--- config.mk ---
export PLATFORM = sky130hd
export DESIGN_NAME = report_offset_collector
export DESIGN_NICKNAME = d
export VERILOG_FILES = /design/src/rtl/report_offset_collector.sv
export SDC_FILE = /design/constraint.sdc
export NUM_CORES = 1
export LEC_CHECK = 0
export CAP_MARGIN = 40
export CELL_PAD_IN_SITES_DETAIL_PLACEMENT = 0
export CELL_PAD_IN_SITES_GLOBAL_PLACEMENT = 1
export CORE_ASPECT_RATIO = 1.25
export CORE_MARGIN = 1
export CORE_UTILIZATION = 29
export CTS_BUF_LIST = sky130_fd_sc_hd__clkbuf_2
export CTS_CLUSTER_DIAMETER = 50
export DETAILED_ROUTE_END_ITERATION = 8
export HOLD_SLACK_MARGIN = 0.03
export PLACE_DENSITY_LB_ADDON = 0.1
export REMOVE_ABC_BUFFERS = 1
export SLEW_MARGIN = 10
export SYNTH_ARGS = -nofsm -noshare
export SYNTH_HDL_FRONTEND = slang
export SYNTH_SLANG_ARGS = --single-unit
--- constraint.sdc ---
create_clock -name clk -period 2.6 [get_ports clk]
set_input_delay 0.65 -clock clk [delete_from_list [all_inputs] [get_ports clk]]
set_output_delay 0.65 -clock clk [all_outputs]
set_load 0.005 [all_outputs]
--- src/rtl/report_offset_collector.sv ---
// Tags each qualified automaton report with the index of the symbol that triggered it.
// Tagged records go into a small FIFO that drains over a valid/ready stream; reports lost to a full FIFO are counted.
module report_offset_collector #(
  parameter int OFFSET_W    = 32,
  parameter int ID_W        = 16,
  parameter int AUTOMATA_ID = 62,
  parameter int DEPTH       = 16
) (
  input  logic                         clk,
  input  logic                         reset,
  input  logic                         run,
  input  logic                         clear,
  input  logic                         report,
  output logic                         m_valid,
  input  logic                         m_ready,
  output logic [ID_W+OFFSET_W-1:0]     m_data,
  output logic [$clog2(DEPTH):0]       fifo_level,
  output logic                         overflow,
  output logic [15:0]                  drop_count
);

  localparam int AW = $clog2(DEPTH);
  localparam int LW = AW + 1;
  localparam int DW = ID_W + OFFSET_W;
  localparam logic [ID_W-1:0] ID_VAL = ID_W'(AUTOMATA_ID);
  localparam logic [LW-1:0]   FULL   = LW'(DEPTH);

  logic [OFFSET_W-1:0] sym_count, last_idx;
  logic                run_d;
  logic [DW-1:0]       mem [DEPTH];
  logic [AW-1:0]       wr_ptr, rd_ptr;
  logic [LW-1:0]       level;

  logic push_req, pop, push_acc, drop;

  // The STE output lags its symbol by one cycle, so a report only counts
  // when the previous cycle actually consumed a symbol.
  assign push_req = report && run_d && !clear;
  assign pop      = m_valid && m_ready && !clear;
  assign push_acc = push_req && ((level != FULL) || pop);
  assign drop     = push_req && (level == FULL) && !pop;

  assign m_valid    = (level != '0);
  assign m_data     = mem[rd_ptr];
  assign fifo_level = level;

  always_ff @(posedge clk or negedge reset) begin
    if (!reset) begin
      sym_count  <= '0;
      last_idx   <= '0;
      run_d      <= 1'b0;
      wr_ptr     <= '0;
      rd_ptr     <= '0;
      level      <= '0;
      overflow   <= 1'b0;
      drop_count <= '0;
      for (int i = 0; i < DEPTH; i++) mem[i] <= '0;
    end else if (clear) begin
      sym_count  <= '0;
      last_idx   <= '0;
      run_d      <= 1'b0;
      wr_ptr     <= '0;
      rd_ptr     <= '0;
      level      <= '0;
      overflow   <= 1'b0;
      drop_count <= '0;
    end else begin
      if (run) begin
        last_idx  <= sym_count;
        sym_count <= sym_count + 1'b1;
      end
      run_d <= run;
      // With a full FIFO and a pop, wr_ptr equals rd_ptr: the slot being freed takes the new tail.
      if (push_acc) begin
        mem[wr_ptr] <= {ID_VAL, last_idx};
        wr_ptr      <= wr_ptr + 1'b1;
      end
      if (pop) rd_ptr <= rd_ptr + 1'b1;
      level <= level + LW'(push_acc) - LW'(pop);
      if (drop) begin
        overflow <= 1'b1;
        if (drop_count != 16'hFFFF) drop_count <= drop_count + 1'b1;
      end
    end
  end

endmodule

==> key figures <==
Route
  – Vias per inst: about 4.8
  – Via Count: ~17000
  – Met3 WL post-DR: roughly 3.2 mm
  – Iteration-0 DRC Markers: 697
  – Max layer used: met4
  – Total wire length: around 82 mm
  – Post-route DRC: 0
  – Met2 wire length: just over 40 mm
  – DRT Pass-1 Iters: 4
  – WL per Instance: 23.1 um
  – Antenna viol nets, final: 0
  – Metal-1 WL: roughly 37 mm

Final layout
  – Fin cells: roughly 3600
  – Area Overhead vs Synth: 19.1%
  – Final nets: 2136
  – Fill count: 9753
  – Layout cell share with drive strength beyond 1: 0.554

Yosys
  – Post-synthesis sequential area ratio: 0.532
  – Ys Warns: 0
  – Synthesized cell area: ~0.03 sq mm
  – Syn Area/Cell: 15.9 sq um
  – Seq cells post-synth: approximately 620
  – Mapped Cells: around 1800
  – Post-synth cell types: 57

Floorplanning
  – Die height: ~360 um
  – Die ar.: just over 0.1 sq mm
  – Initial Util: 0.292
  – Row count: 130
  – # IOs: between 70 and 80
  – DIE WIDTH: approximately 290 um
  – Core area: roughly 0.10 sq mm

Clocking
  – Worst-Skew Late Latency: around 1.5 ns
  – Num CTS Buffers: between 150 and 200
  – CTS HTree Levels: 4
  – Clock transition at path regs: 0.09 ns
  – Clk buf depth: 3
  – Root buf cell: clkbuf_2
  – CTS sink count: slightly above 600
  – CTS tree: done

GRT
  – GR Util All Layers: 0.167
  – Antenna violations before repair: 2
  – GRT overflow: 0
  – Largest net degree at the start of global routing: 92
  – Vias in the first global route: about 19000
  – Global-route wire length before repair: 125 mm

Worst hold path
  – Min-delay worst type: in2async

STA
  – Hold Slack: around 0.37 ns
  – Worst-Margin Slew: a little under 1 ns
  – Final WS setup: -1.67 ns
  – Worst slew margin: 0.345
  – Pins Over Slew Limit: 0
  – Setup tns final: -58.42 ns
  – Fmax: around 230 MHz
  – Crit path time final: between 4 and 5 ns
  – Final setup viols: roughly 50
  – Unrepaired setup endpoints after global routing: true
  – Final Hold Fails: 0
  – Fin Clk Skew: ~0.11 ns
  – Period utilisation layout: 1.64

Power
  – Sw power: 6.27 mW
  – Leakage power: between 15 and 20 nW
  – P_int: approximately 15 mW
  – Combinational share of power: 0.198
  – PD cells: 615 mW/mm^2
  – Net Sw Frac: 0.292
  – Register share of total power: 0.457
  – Clk pwr share: 0.344
  – Max IR drop VDD: ~0.46 mV

Setup path
  – Worst path cell trace: buf_12 > buf_12 > buf_8 > buf_12 > mux4_2 > mux4_2 > buf_2
  – Arr. time, crit path: ~3.6 ns
  – CP dominant cell by count: buf_12
  – CP Depth: 7
  – Top cell family by delay on the critical path: multiplexers
  – Reg2reg start: fifo_level[3]
  – Worst reg2reg path depth: 15
  – CP Class: reg2out
  – Critical path's slowest cell: mux4_2
  – Worst EP required: about 2.0 ns
  – Worst-path maximum fanout: 6
  – Slowest cell delay on critical path: 0.56 ns
  – Worst path buffer plus inverter count: 5
  – Critical Path Sink Type: output port
  – Crit path from: rd_ptr[0]
  – CP startpoint kind: flop

Placement
  – HPWL Detailed: roughly 48 mm
  – Dpl cells: approximately 3200
  – GPL Wtd Cong: around 0.7
  – IO Port Bufs: 65

Run status
  – Failing checks: setup timing
  – Outcome: finished with violations

Run
  – Max Cap Viol: 0
logic make-up after synthesis:
logic type,share of synthesized area
adder cells (fa/ha/maj),0.00624
buffers and inverters,0.0351
AND/OR/NAND/NOR,0.0453
other,0.000128
flip-flops,0.532
AO/OA/AOI/OAI,0.0173
XOR/XNOR,0.00508
multiplexers,0.359
per-stage QoR:
| stage | worst slack (ns) | total power [mW] | area (sq um) | util |
|---|---|---|---|---|
| after floorplan | -4.41 | 11.2 | 28400 | - |
| after global placement | -0.500 | 13.4 | 32600 | 0.324 |
| after detailed placement | -0.435 | 13.4 | 32600 | 0.324 |
| after CTS | -1.95 | 22.1 | 34800 | 0.347 |
| after global routing | -1.97 | 22.8 | 34900 | 0.348 |
| final | -1.67 | 21.5 | 34900 | 0.348 |
power groups by stage:
stage          Combinational, mW  Sequential, mW  Clock (mW)
2_1_floorplan              0.890            10.3           0
3_5_place_dp                3.38            10.0           0
4_1_cts                     4.44            9.82        7.85
3_3_place_gp                3.36            10.0           0
6_report                    4.26            9.82        7.39
5_1_grt                     4.62            9.84        8.33
what timing repair did:
action | in CTS | in global routing
endpoints found under the setup margin | 64 | 69
gates cloned | 5 | 1
hold endpoints to repair | 724 | 0
hold buffers | 8 | 0
pin swaps | 4 | 7
setup buffers | 50 | 17
resized for setup | 310 | 40
metal layers:
layer	track usage	vias up
li1	-	7484
met1	0.215	9141
met2	0.274	316
met3	0.0409	132
met4	0.0516	0
met5	0	-
state kept, by name (all words and copies together), names as in the netlist:
name,count
fifo_level,5
last_idx,32
overflow,1
wr_ptr,4
sym_count,32
rd_ptr,4
drop_count,16
run_d,1
mem,528
synthesized netlist by cell type (all sizes together):
master,instances,share of area
a211oi,2,0.00094
o41ai,3,0.00090
or4b,1,0.00034
xor2,9,0.0027
and2,3,0.00064
fa,1,0.00068
nor4,6,0.0015
or3b,1,0.00030
nor3,3,0.00051
nand2b,17,0.0036
or4,19,0.0049
and3,3,0.00064
xnor2,8,0.0024
nand2,21,0.0029
nor2,55,0.0070
o21ai,11,0.0019
mux2i,33,0.011
o21a,2,0.00051
a21o,2,0.00051
conb,1,0.00013
o31ai,19,0.0049
nor2b,11,0.0024
inv,17,0.0022
ha,13,0.0056
nand3b,1,0.00068
clkbuf,56,0.0072
or3,10,0.0021
buf,111,0.026
o21bai,1,0.00026
nand4,21,0.0051
o311ai,2,0.00060
and4,8,0.0024
dfrtp,623,0.53
nand3,29,0.0082
a21oi,34,0.0062
nor4b,2,0.00060
o31a,2,0.00060
nor3b,2,0.00090
or2,2,0.00043
mux2,516,0.22
mux4,165,0.13
worst reg2reg max path, delay by kind of cell (launching register included):
family | cells | cell delay [ns]
compound gates | 2 | 0.27
flops | 1 | 0.41
buf+inv | 4 | 0.33
simple gates | 5 | 0.76
fa+ha+maj | 4 | 0.83
layout make-up:
class                   instances  area [sq um]  area share
diodes                          7          17.5    0.000502
clock buffers                 241          1210      0.0346
clock inverters                44           339     0.00972
inverters                      17          63.8     0.00183
multi-input cells            1049         12800       0.367
flip-flops and latches        623         15600       0.447
well taps                    1320          1650      0.0473
repair buffers                258          3190      0.0915
final timing paths:
check	end	slack, ns
worst min-delay path	mem[696]	0.37
worst min register to register	mem[325]	0.47
worst max register to register	fifo_level[4]	-0.14
max in group asynchronous	drop_count[5]	1.39
min in group clk	drop_count[0]	0.41
worst max-delay path	m_data[0]	-1.67
cell usage in the layout (no fill, tap or decap), drive strengths merged, types with 11 or more instances in the layout:
master and count:
nand3 29, nand4 21, clkbuf 245, nand2b 17, o21ai 11, mux2 516
clkinv 31, nor2 55, dfrtp 623, conb 11, nor2b 11, inv 23
buf 245, o31ai 19, mux2i 33, or4 19, ha 13, a21oi 34
mux4 165, nand2 21
(Power assumes the default switching activity.)
==> RTL change, RTL diff (same flow settings) <==
Set the parameter `OFFSET_W` to 16 (it was 32).
--- a/src/rtl/report_offset_collector.sv
+++ b/src/rtl/report_offset_collector.sv
@@ -3,3 +3,3 @@
 module report_offset_collector #(
-  parameter int OFFSET_W    = 32,
+  parameter int OFFSET_W    = 16,
   parameter int ID_W        = 16,
Interface: changed (resized m_data); port bits go from 77 to 61. The function was not compared with the original's and may differ.
==> RTL change against the original RTL <==
The run still ends with setup timing left. Power is 43% lower. Utilization is 1.8 points higher. Final area is 44% lower. Area after synthesis is 47% lower. Die area is 46% lower. Cell count is 41% lower. Sequential share of layout area is 1.4 points lower. Worst setup slack better by 720 ps. Critical path depth is 1 higher. Sequential cell count is 288 lower. Routed wire length is 45% lower. First-iteration DRC count is 48% lower. Via count is 40% lower.
==> RTL change: results (changes against the original RTL) <==
Global routing
  – Initial antenna violation count: 2 (unchanged)
  – First-pass GRT wire length: 71.2 mm (was 125 mm)
  – Tot GR Track Use: 17.4% (was 16.7%)
  – Largest net degree at the start of global routing: 61 (was 92)
  – Number of global-route vias before repair: 11400 (was 19000)

Logic synthesis
  – Async SR Flop Fraction: 100% (unchanged)
  – Main flop type after synthesis: dfrtp_1 (unchanged)
  – Synth cell count leaders: dfrtp_1 (335), mux2_2 (257), mux2i_1 (89) (was dfrtp_1 (623), mux2_2 (342), mux2_4 (174))
  – Area contributors post-synth: dfrtp_1 (54%), mux2_2 (19%), mux2i_1 (5.7%), mux4_2 (4.9%), a221oi_1 (1.9%) (was dfrtp_1 (53%), mux2_2 (13%), mux4_2 (13%), mux2_4 (8.9%), mux2i_1 (1.1%))
  – Sequential area share after synthesis: 53.6% (was 53.2%)
  – Synth cell types: 50 (was 57)
  – Total number of yosys warnings: 0 (unchanged)

Clocking
  – CTS Buf Count: 92 (was 167)
  – Skew-Pair Late Insertion Delay: 1050 ps (was 1470 ps)
  – CTS max path bufs: 3 (unchanged)
  – CTS HTree Levels: 3 (was 4)
  – Root Driver: clkbuf_2 (unchanged)
  – Reg clk slew, reported paths: 100 ps

Timing
  – Setup slack after layout: -950 ps (was -1670 ps)
  – Setup TNS: -18810 ps (was -58420 ps)
  – Slew HR: 51.8% (was 34.5%)
  – Setup violations, final: 23 (was 51)
  – Worst Skew: 72.1 ps (was 111 ps)

Final layout
  – Largest register FFs: 272 (was 528)
  – Largest register by flop count: mem (unchanged)
  – Share of cells above drive strength 1: 50.1% (was 55.4%)
  – Nets: 1383 (was 2136)

Outcome
  – Failing checks: setup timing (unchanged)
  – Outcome: complete, but fails checks (unchanged)

Drt
  – 1st-iter DRT viols: 365 (was 697)
  – Via count: 10300 (was 17100)
  – Routed wire length: 45.4 mm (was 82.3 mm)
  – DR pass1 iterations: 4 (unchanged)

Placed design
  – Final estimated routing congestion in global placement: 0.728 (was 0.716)
  – IO Port Bufs: 49 (was 65)
  – Final HPWL DP: 27.6 mm (was 47.6 mm)

Setup path
  – Reg-to-reg startpoint: fifo_level[3] (unchanged)
  – Worst EP arrival: 2900 ps (was 3620 ps)
  – Crit path from: rd_ptr[0] (unchanged)
  – Critical path fanouts, max: 5 (was 6)

Power
  – Peak VDD IR: 0.000409 V (was 0.000457 V)
  – Leakage power: 9.34 nW (was 17.1 nW)

Hold path
  – Class of the worst hold path: primary input to async pin (unchanged)
==> RTL change: logic make-up after synthesis <==
kind of cell | Yosys count | share of synthesized area [%]
AND/OR/NAND/NOR | 187 | 6.49
other | 1 | 0.0240
adder cells (fa/ha/maj) | 14 | 1.17
flip-flops | 335 | 53.6
AO/OA/AOI/OAI | 109 | 4.96
multiplexers | 380 | 29.1
buffers and inverters | 124 | 3.66
XOR/XNOR | 18 | 1.01
==> RTL change: critical path: stages, from the launching register on <==
cell and delay [ps]:
dfrtp_4 520, buf_12 160, buf_16 140, buf_12 130
buf_8 120, mux4_2 430, a22oi_2 160, nand2_1 70
buf_2 130
==> RTL change: final cells by class <==
| cell class | instances | area [µm²] |
|---|---|---|
| Clock buffer | 144 | 721 |
| Antenna cell | 2 | 5.00 |
| Multi-Input combinational cell | 719 | 7130 |
| Inverter | 16 | 62.6 |
| Timing Repair Buffer | 199 | 2100 |
| Fill cell | 5259 | 33500 |
| Clock inverter | 19 | 126 |
| Tap cell | 672 | 841 |
| Sequential cell | 335 | 8390 |
==> RTL change: through the flow <==
stage          instances  hold slack, ps  setup WS [ps]  cell area (µm²)
2_1_floorplan       1070             354          -2690            15200
3_3_place_gp        1892             447           -439            17600
3_5_place_dp        1892             455           -446            17600
4_1_cts             2103            46.7          -1130            19200
5_1_grt             2106            97.0          -1130            19400
6_report            2106             171           -950            19400
==> RTL change: repair_timing <==
item / in CTS / in global routing
resized for setup: 209 / 54
setup endpoints to repair: 48 / 24
buffers inserted: 42 / 6
hold endpoints to repair: 335 / 0
cloned: 5 / 0
hold buffers: 1 / 0
pin swaps: 58 / 34
==> RTL change: worst paths after layout <==
path | end | slack [ps] | depth (start not counted)
worst max-delay path | m_data[11] | -950 | 8
worst min-delay path | mem[235] | 170 | 2
worst max register to register | fifo_level[4] | -80 | 14
worst min register to register | mem[245] | 470 | 1
max in group asynchronous | mem[495] | 1700 | 3
min in group clk | wr_ptr[0] | 240 | 5
==> RTL change: metal layers <==
metal / GRT usage, % / part of all wire [%]
met1: 21.6 / 44
met5: 0 / 0
met3: 3.20 / 3.9
met2: 30.3 / 50
met4: 6.45 / 2.1
==> RTL change: where the power goes <==
part           switching (mW)  internal, mW  leakage, nW  total, mW
clock network            2.27          1.65        0.666       3.91
logic                    1.33          1.63         4.02       2.96
registers              0.0626          5.27         4.66       5.33
